[config.mk]
export PLATFORM = sky130hd
export DESIGN_NAME = fwd_lkp_engine
export DESIGN_NICKNAME = d
export VERILOG_FILES = /design/src/rtl/fwd_lkp_engine_pkg.sv /design/src/rtl/fwd_lkp_engine_res_fifo.sv /design/src/rtl/fwd_lkp_engine.sv
export SDC_FILE = /design/constraint.sdc
export NUM_CORES = 1
export LEC_CHECK = 0
export ABC_AREA = 0
export CORE_UTILIZATION = 50
export CTS_CLUSTER_DIAMETER = 60
export DETAILED_ROUTE_END_ITERATION = 10
export PLACE_DENSITY_LB_ADDON = 0.12
export SYNTH_ARGS = -nofsm -noshare
export SYNTH_HDL_FRONTEND = slang
export SYNTH_HIERARCHICAL = 1
export SYNTH_SLANG_ARGS = --single-unit
[constraint.sdc]
create_clock -name clk -period 7.7 [get_ports clk]
set_input_delay 1.925 -clock clk [delete_from_list [all_inputs] [get_ports clk]]
set_output_delay 1.925 -clock clk [all_outputs]
set_load 0.01 [all_outputs]
[src/rtl/fwd_lkp_engine_pkg.sv]
`default_nettype none
// ============================================================================
//  Module   : fwd_lkp_engine_pkg
//  Brief    : Shared types, widths and helpers for the forwarding lookup engine
//  Revision : 1.0
// ============================================================================
package fwd_lkp_engine_pkg;

  // Field widths that do not depend on the channel count
  localparam int TAG_W = 12;
  localparam int KEY_W = 8;
  localparam int CNT_W = 16;

  // Tag occupies the low bits of a table entry; the mask sits directly above it
  localparam int FWD_TAG_MSB = TAG_W - 1;

  // Lookup sequencer states
  typedef enum logic [1:0] {
    ST_IDLE  = 2'd0,
    ST_ISSUE = 2'd1,
    ST_WAIT  = 2'd2
  } state_t;

  // MSB of the mask field for a given channel count
  function automatic int fwd_mask_msb(input int channel_num);
    return TAG_W + channel_num - 1;
  endfunction

  // Statistics counters stick at all-ones instead of wrapping
  function automatic logic [CNT_W-1:0] sat_inc(input logic [CNT_W-1:0] v);
    return (v == {CNT_W{1'b1}}) ? v : v + CNT_W'(1);
  endfunction

endpackage
`default_nettype wire

[src/rtl/fwd_lkp_engine_res_fifo.sv]
`default_nettype none
// ============================================================================
//  Module   : fwd_res_fifo
//  Brief    : Synchronous first-word-fall-through result FIFO
//  Revision : 1.0
// ============================================================================
module fwd_res_fifo #(
  parameter int WIDTH = 24,
  parameter int DEPTH = 4
) (
  input  logic                       clk,
  input  logic                       rst,
  input  logic                       i_push,
  input  logic [WIDTH-1:0]           i_wdata,
  input  logic                       i_pop,
  output logic                       o_valid,
  output logic [WIDTH-1:0]           o_rdata,
  output logic [$clog2(DEPTH):0]     o_count
);

  localparam int AW = $clog2(DEPTH);
  localparam logic [AW:0] c_FULL_CNT = (AW+1)'(DEPTH);

  logic [WIDTH-1:0] r_mem [DEPTH];
  logic [AW-1:0]    r_wptr;
  logic [AW-1:0]    r_rptr;
  logic [AW:0]      r_count;
  logic             w_do_push;
  logic             w_do_pop;

  // A pop frees a slot in the same cycle, so a full FIFO may still accept a push
  assign w_do_pop  = i_pop && (r_count != '0);
  assign w_do_push = i_push && ((r_count != c_FULL_CNT) || w_do_pop);

  // Pointer and occupancy tracking; pointers wrap naturally at DEPTH
  always_ff @(posedge clk) begin
    if (rst) begin
      r_wptr  <= '0;
      r_rptr  <= '0;
      r_count <= '0;
    end else begin
      if (w_do_push) r_wptr <= r_wptr + AW'(1);
      if (w_do_pop)  r_rptr <= r_rptr + AW'(1);
      case ({w_do_push, w_do_pop})
        2'b10:   r_count <= r_count + (AW+1)'(1);
        2'b01:   r_count <= r_count - (AW+1)'(1);
        default: r_count <= r_count;
      endcase
    end
  end

  // Storage array; contents are don't-care until written
  always_ff @(posedge clk) begin
    if (w_do_push) r_mem[r_wptr] <= i_wdata;
  end

  assign o_valid = (r_count != '0);
  assign o_rdata = r_mem[r_rptr];
  assign o_count = r_count;

endmodule
`default_nettype wire

[src/rtl/fwd_lkp_engine.sv]
`default_nettype none
// ============================================================================
//  Module   : fwd_lkp_engine
//  Brief    : Descriptor-driven forwarding table client; queues hits, drops
//             and counts misses
//  Revision : 1.0
// ============================================================================
module fwd_lkp_engine
  import fwd_lkp_engine_pkg::*;
#(
  parameter int CHANNEL_NUM = 4,
  parameter int ID_W        = 8,
  parameter int LKP_LAT     = 1,
  parameter int FIFO_DEPTH  = 4
) (
  input  logic                       clk,
  input  logic                       rst,
  input  logic                       i_pkt_valid,
  output logic                       o_pkt_ready,
  input  logic [KEY_W-1:0]           i_pkt_key,
  input  logic [ID_W-1:0]            i_pkt_id,
  output logic                       o_fwd_rden,
  output logic [KEY_W-1:0]           o_fwd_addr,
  input  logic [TAG_W+CHANNEL_NUM-1:0] i_fwd_data,
  output logic                       o_res_valid,
  input  logic                       i_res_ready,
  output logic [ID_W-1:0]            o_res_id,
  output logic [CHANNEL_NUM-1:0]     o_res_mask,
  output logic [TAG_W-1:0]           o_res_tag,
  output logic [CNT_W-1:0]           o_hit_cnt,
  output logic [CNT_W-1:0]           o_drop_cnt
);

  localparam int c_MASK_MSB = fwd_mask_msb(CHANNEL_NUM);
  localparam int c_RES_W    = ID_W + CHANNEL_NUM + TAG_W;
  localparam int c_FCNT_W   = $clog2(FIFO_DEPTH) + 1;
  localparam int c_LAT_W    = (LKP_LAT > 1) ? $clog2(LKP_LAT) : 1;
  localparam logic [c_FCNT_W-1:0] c_FIFO_FULL = c_FCNT_W'(FIFO_DEPTH);
  localparam logic [c_LAT_W-1:0]  c_LAT_LOAD  = c_LAT_W'(LKP_LAT - 1);

  state_t               r_state;
  logic                 r_rdy_en;
  logic                 r_fwd_rden;
  logic [KEY_W-1:0]     r_fwd_addr;
  logic [ID_W-1:0]      r_id;
  logic [c_LAT_W-1:0]   r_lat_cnt;
  logic [CNT_W-1:0]     r_hit_cnt;
  logic [CNT_W-1:0]     r_drop_cnt;

  logic                 w_accept;
  logic                 w_capture;
  logic [CHANNEL_NUM-1:0] w_mask;
  logic [TAG_W-1:0]     w_tag;
  logic                 w_hit;
  logic                 w_miss;
  logic                 w_pop;
  logic                 w_fifo_valid;
  logic [c_RES_W-1:0]   w_fifo_rdata;
  logic [c_FCNT_W-1:0]  w_fifo_count;

  // Space is reserved at accept time: a full FIFO blocks new descriptors.
  // r_rdy_en holds ready low for the cycle right after reset.
  assign o_pkt_ready = r_rdy_en && (r_state == ST_IDLE) && (w_fifo_count < c_FIFO_FULL);
  assign w_accept    = i_pkt_valid && o_pkt_ready;

  // Table data is sampled on the last WAIT cycle, LKP_LAT cycles after the read strobe
  assign w_capture = (r_state == ST_WAIT) && (r_lat_cnt == '0);
  assign w_mask    = i_fwd_data[c_MASK_MSB:TAG_W];
  assign w_tag     = i_fwd_data[FWD_TAG_MSB:0];
  assign w_hit     = w_capture && (w_mask != '0);
  assign w_miss    = w_capture && (w_mask == '0);
  assign w_pop     = w_fifo_valid && i_res_ready;

  // Lookup sequencer: one lookup in flight; read strobe and address are registered
  always_ff @(posedge clk) begin
    if (rst) begin
      r_state    <= ST_IDLE;
      r_rdy_en   <= 1'b0;
      r_fwd_rden <= 1'b0;
      r_fwd_addr <= '0;
      r_id       <= '0;
      r_lat_cnt  <= '0;
    end else begin
      r_rdy_en   <= 1'b1;
      r_fwd_rden <= 1'b0;
      unique case (r_state)
        ST_IDLE: begin
          if (w_accept) begin
            r_id       <= i_pkt_id;
            r_fwd_addr <= i_pkt_key;
            r_fwd_rden <= 1'b1;
            r_state    <= ST_ISSUE;
          end
        end
        ST_ISSUE: begin
          r_lat_cnt <= c_LAT_LOAD;
          r_state   <= ST_WAIT;
        end
        ST_WAIT: begin
          if (r_lat_cnt == '0) r_state <= ST_IDLE;
          else                 r_lat_cnt <= r_lat_cnt - c_LAT_W'(1);
        end
        default: r_state <= ST_IDLE;
      endcase
    end
  end

  // Hit and drop statistics, saturating at all-ones
  always_ff @(posedge clk) begin
    if (rst) begin
      r_hit_cnt  <= '0;
      r_drop_cnt <= '0;
    end else begin
      if (w_hit)  r_hit_cnt  <= sat_inc(r_hit_cnt);
      if (w_miss) r_drop_cnt <= sat_inc(r_drop_cnt);
    end
  end

  fwd_res_fifo #(
    .WIDTH (c_RES_W),
    .DEPTH (FIFO_DEPTH)
  ) u_res_fifo (
    .clk     (clk),
    .rst     (rst),
    .i_push  (w_hit),
    .i_wdata ({r_id, w_mask, w_tag}),
    .i_pop   (w_pop),
    .o_valid (w_fifo_valid),
    .o_rdata (w_fifo_rdata),
    .o_count (w_fifo_count)
  );

  assign o_fwd_rden  = r_fwd_rden;
  assign o_fwd_addr  = r_fwd_addr;
  assign o_res_valid = w_fifo_valid;
  assign {o_res_id, o_res_mask, o_res_tag} = w_fifo_rdata;
  assign o_hit_cnt   = r_hit_cnt;
  assign o_drop_cnt  = r_drop_cnt;

endmodule
`default_nettype wire

## Word level (Yosys, flattened, before mapping)

Memory sizes are Yosys's and may differ from the RTL's. A register that Yosys moved wholly into a read port is not among the register bits.
Index checks and enable logic that the tools add are counted.

| word-level totals | value |
|---|---|
| register bits after elaboration | 60 |
| RAM bits | 96 |
| input bits | 36 |
| output and inout bits | 67 |
| word-level logic and storage cells | 66 |
| memories | 1 |

| operators by class | value |
|---|---|
| add/subtract/negate cells | 7 |
| $lt $le $gt $ge | 1 |
| eq/ne operators | 9 |
| muxes and demuxes | 12 |
| bitwise operators | 4 |
| reductions and logical operators | 21 |

Memory list:

| memory | words | bits a word | rd ports | clocked after memory_dff | wr ports | line | text |
|---|---|---|---|---|---|---|---|
| u_res_fifo.r_mem | 4 | 24 | 1 | 1 | 1 | fwd_lkp_engine_res_fifo.sv:24 | `logic [WIDTH-1:0] r_mem [DEPTH];` |

Operators by type and width:

| kind | count |
|---|---|
| $add 16x1->16 const B | 2 |
| $eq 16x16->1 const B | 2 |
| $logic_and 1x1->1 | 9 |
| $mux 2 | 4 |
| $reduce_and 2->1 | 4 |
| $pmux 2 s3 | 1 |
| $pmux 3 s2 | 1 |
| $mux 1 | 5 |
| $add 2x1->2 const B | 2 |
| $eq 2x1->1 const B | 2 |
| $eq 2x2->1 const B | 2 |
| $logic_not 4->1 | 1 |
| $ne 2x2->1 const B | 2 |
| $not 1->1 | 4 |
| $reduce_bool 2->1 | 2 |
| $reduce_bool 4->1 | 1 |
| $add 3x1->3 const B | 1 |
| $lt 3x3->1 const B | 1 |
| $ne 3x3->1 const B | 1 |
| $reduce_bool 3->1 | 1 |
| $sub 3x1->3 const B | 1 |
| $logic_not 2->1 | 1 |
| $pmux 1 s2 | 1 |
| $reduce_or 2->1 | 1 |
| other kinds (2) | 2 |

## Logic depth before layout (Yosys ltp)

| logic depth | value |
|---|---|
| depth after elaboration | 7 |
| gate-level depth with buffers | 10 |
| mapped depth without buffers | 9 |

## Modules after synthesis

The synthesis kept the hierarchy.

Modules (own cells, without submodules):

| module | times used | cells an instance | area each (sq um) |
|---|---|---|---|
| fwd_res_fifo | 1 | 182 | 3,971.3 |
| fwd_lkp_engine | 1 | 279 | 2,329.7 |

## Least setup slack after synthesis

No wires, ideal clock.

| timing | value |
|---|---|
| path kind | input port to flip-flop |
| start | input i_fwd_data[13] |
| end | register u_res_fifo.r_count[2] (netlist: u_res_fifo/o_count[2]) |
| library setup time | 123 ps |
| arrival | 4,036 ps |
| required time | 7,577 ps |
| slack | 3,541 ps |
| stages on the path | 10 |
| buffers on the path | 1 |
| cells stage by stage | or4_4 buf_6 nand2_1 inv_1 inv_2 nand2_1 fa_1 nor4_2 a31oi_1 mux2_1 |

| between the ends | value |
|---|---|
| cells in the longest elaborated chain, start to end | 5 |

Ends and longest elaborated chain:

| what | line | text |
|---|---|---|
| start: declaration | fwd_lkp_engine.sv:24 | `input logic [TAG_W+CHANNEL_NUM-1:0] i_fwd_data,` |
| $reduce_bool 4->1 * | fwd_lkp_engine.sv:70 | `assign w_hit = w_capture && (w_mask != '0);` |
| $logic_and 1x1->1 * | fwd_lkp_engine.sv:70 |  |
| via w_hit | fwd_lkp_engine.sv:54 | `logic w_hit;` |
| $logic_and 1x1->1 * | fwd_lkp_engine_res_fifo.sv:33 | `assign w_do_push = i_push && ((r_count != c_FULL_CNT) \|\| w_do_pop);` |
| $eq 2x1->1 / $eq 2x2->1 (equally long branches) | fwd_lkp_engine_res_fifo.sv:44 | `case ({w_do_push, w_do_pop})` |
| $pmux 3 s2 / $reduce_bool 2->1 (equally long branches) | n/a |  |
| end signal: assignment | fwd_lkp_engine_res_fifo.sv:45 | `2'b10: r_count <= r_count + (AW+1)'(1);` |
| end signal: assignment | fwd_lkp_engine_res_fifo.sv:46 | `2'b01: r_count <= r_count - (AW+1)'(1);` |
| end signal: assignment | fwd_lkp_engine_res_fifo.sv:47 | `default: r_count <= r_count;` |
| end: declaration | fwd_lkp_engine_res_fifo.sv:27 | `logic [AW:0] r_count;` |

The timed path passes the listed nets; every way through them passes the cells marked *.
A chain may end at the register's enable or synchronous reset.

## Worst setup path in the final report

| timing | value |
|---|---|
| start | input i_fwd_data[12] |
| end | memory u_res_fifo.r_mem[2][7], enable pin |

| between the ends | value |
|---|---|
| cells in the longest elaborated chain, start to end | 5 |

Ends and longest elaborated chain:

| what | line | text |
|---|---|---|
| $reduce_bool 4->1 | fwd_lkp_engine.sv:70 |  |
| $logic_and 1x1->1 | fwd_lkp_engine.sv:70 |  |
| via w_hit | fwd_lkp_engine.sv:54 |  |
| $logic_and 1x1->1 | fwd_lkp_engine_res_fifo.sv:33 |  |
| $mux 1 | fwd_lkp_engine_res_fifo.sv:54 | `if (w_do_push) r_mem[r_wptr] <= i_wdata;` |
| $mux 1 (not written as such) | fwd_lkp_engine_res_fifo.sv:54 |  |
| end: declaration | fwd_lkp_engine_res_fifo.sv:24 |  |

The timed path passes the listed nets, and every way through them passes these cells.

==> summary.txt <==
Status
  – Status: complete, no violations

Timing
  – FMAX: 220 MHz
  – Slew Viols, Final: 0
  – Tcrit/Tclk final: 0.591
  – Headroom to the max-slew limit: 0.201
  – Setup_tns: 0 ps
  – Clk_skew: 10.3 ps
  – Tmin final: 4550 ps
  – Finish-stage setup viols: 0
  – Worst-margin pin slew: 1200 ps
  – RSZ-0062 raised after global routing: false
  – Final hold vios: 0

Worst setup path
  – CP max FO: 24
  – Crit path buffers/inverters: 3
  – Crit path capture type: flip-flop
  – Crit path largest cell delay: 990 ps
  – Critical-path top delay cell: and2_1
  – CP startpoint kind: input port
  – CP required: 7730 ps
  – Arrival time worst endpoint: 4570 ps
  – Crit-path cells: clkdlybuf4s50_1 -> or4_4 -> nand2_1 -> inv_1 -> inv_2 -> nor2_1 -> and2_1
  – WS Path Type: in -> reg
  – Crit path max-delay family: simple AND/OR/NAND/NOR gates

Placement
  – Port buffer count: 102
  – Placed Instances: 714
  – DP HPWL: 8.03 mm
  – Dpl cell area: 7470 um^2
  – GPL Wtd Cong: 0.827

Power
  – Power Dens Cells: 226 nW/um^2
  – VDD IR max: 0.000145 V
  – Pleak: 2.61 nW
  – Comb power frac: 0.031
  – Net Switching: 0.354 mW
  – Sw frac: 0.193
  – Int Power: 1.48 mW
  – Flop pwr share: 0.493
  – Clock network power share: 0.476

Floorplan
  – Starting Density: 0.518
  – Die ar.: 13,100 um^2
  – Ports: 103
  – Die Width: 114 um
  – Die height: 114 um
  – Rows: 40
  – Placeable Area: 12,200 um^2

Synth
  – Most common cell in the netlist: edfxtp_1
  – Cells after Synth: 461
  – Synth Area per Inst: 13.7 um^2
  – Syn Nets: 504
  – Yosys warns: 6
  – Sequential fraction of the synthesis area: 0.651
  – Async SR Flop Fraction: 0
  – Commonest cells post-synth: edfxtp_1, dfxtp_1, nand2_1
  – Top FF cell, synth: edfxtp_1
  – Leading post-synthesis cells by cell area: edfxtp_1, dfxtp_1, mux4_2
  – Distinct cells, synth: 54
  – Post-synth EDFFs: 96
  – Synth Register Bits: 157
  – Synthesized area: 6300 um^2
  – Cell taking the most area after synthesis: edfxtp_1
  – Top-area cell type share of the netlist area: 0.458

CTS
  – Clock Latency Late Sink: 420 ps
  – CTS resizes: 0
  – H-tree Lvls: 4
  – CTS buffer count: 17
  – Postcts setup bufs: 0
  – Hold-fix buffers, CTS: 0
  – CTS tree: yes
  – Bufs on Longest Clock Path: 2
  – Num Clock Sinks: 157
  – Clock root buffer: clkbuf_16
  – Clock transition at path regs: 60 ps

Finish
  – Fin util: 0.667
  – Post-route cell area: 8110 um^2
  – Layout area overhead: 28.8%
  – Fillers: 919
  – # diodes: 0
  – Nets: 608
  – Final Instance Count excl. Fillers: 746
  – Share of layout cells above drive strength 1: 0.130

Detailed routing
  – Drt first pass iters: 4
  – Vias: 4,147
  – Antenna viol nets, final: 0
  – Wire length per cell: 16.9 um
  – Initial DRC Count: 261
  – Wirelength, routed: 12.6 mm
  – Drt drc: 0
  – DR vias/cell: 5.56

Global route
  – Largest net degree at the start of global routing: 62
  – Vias in the first global route: 4,226
  – Antenna violations before repair: 0
  – GRT Total Usage: 0.207
  – Grt ovf: 0
  – First-pass GRT wire length: 20.5 mm

Hold path
  – Worst hold path class: reg -> reg

Flow run
  – Max-Cap Viols: 0
==> worst min-delay path: cells and delay by family, from the launching register on <==
family / cells / cell delay (ps)
DFF: 1 / 310
and+or+nand+nor: 1 / 50
AOI/OAI and AO/OA: 1 / 50
==> per-stage QoR <==
step                total power, mW  hold WS, ps  setup WS (ps)
floorplan                     0.941          437           3540
global placement              0.977          444           2780
detailed placement            0.979          448           2670
CTS                            1.85          456           3110
global route                   1.89          478           2930
finish                         1.83          455           3150
==> cell type report <==
type                       instances  area (um^2)  share of cell area
clock inverter                    14          194              0.0239
clock buffer                      18          439              0.0541
tap                              168          210              0.0259
timing repair buffer             106         1050               0.129
inverter                          11         41.3             0.00509
multi-input combinational        272         2080               0.256
sequential                       157         4110               0.506
==> metal layers <==
layer  track usage  part of all wire  vias up
li1              -                 -     2004
met1         0.257              0.43     2016
met2         0.354              0.51      112
met3        0.0529             0.048       15
met4        0.0693             0.015        0
met5             0                 0        -
==> power groups by stage <==
| stage | Sequential (mW) | Clock, mW | Combinational [mW] |
|---|---|---|---|
| 3_5_place_dp | 0.921 | 0 | 0.0578 |
| 5_1_grt | 0.904 | 0.926 | 0.0624 |
| 2_1_floorplan | 0.921 | 0 | 0.0204 |
| 6_report | 0.903 | 0.873 | 0.0571 |
| 3_3_place_gp | 0.920 | 0 | 0.0563 |
| 4_1_cts | 0.903 | 0.885 | 0.0581 |
==> cell families after synthesis <==
logic type,count (synthesis),synth area share
flip-flops,157,0.651
AND/OR/NAND/NOR,153,0.133
AO/OA/AOI/OAI,79,0.0786
buffers and inverters,32,0.0222
multiplexers,28,0.0927
adder cells (fa/ha/maj),7,0.0151
XOR/XNOR,5,0.00695
==> path summary, 6_finish.rpt <==
kind	start	end	slack, ps	depth (start not counted)
min	o_fwd_addr[0]	o_fwd_addr[0]	450	2
max reg2reg	r_state[1]	u_res_fifo/r_mem[2][7]	4690	6
min reg2reg	o_fwd_addr[0]	o_fwd_addr[0]	450	2
max	i_fwd_data[12]	u_res_fifo/r_mem[2][7]	3150	7
==> cells in the final DEF, fill, tap and decap left out, drive strengths merged, types with 6 or more instances in the layout <==
cell / synthesis / final
dfxtp: 61 / 61
and2: 9 / 9
a21oi: 37 / 37
or4: 15 / 15
nor2: 18 / 18
nor3: 8 / 8
o21ai: 8 / 8
o31ai: 13 / 13
edfxtp: 96 / 96
mux4: 24 / 24
inv: 11 / 11
clkbuf: 12 / 18
ha: 6 / 6
clkdlybuf4s50: 0 / 101
nand3: 10 / 10
nand2: 47 / 47
nand4: 11 / 11
==> state kept, by name (all words and copies together), names as in the netlist, named ones only <==
signal	flops
o_fwd_rden	1
o_drop_cnt	16
u_res_fifo/o_count	3
o_hit_cnt	16
r_state	2
r_id	8
u_res_fifo/r_mem	96
u_res_fifo/r_wptr	2
u_res_fifo/r_rptr	2
r_rdy_en	1
o_fwd_addr	8
(Power assumes the default switching activity.)
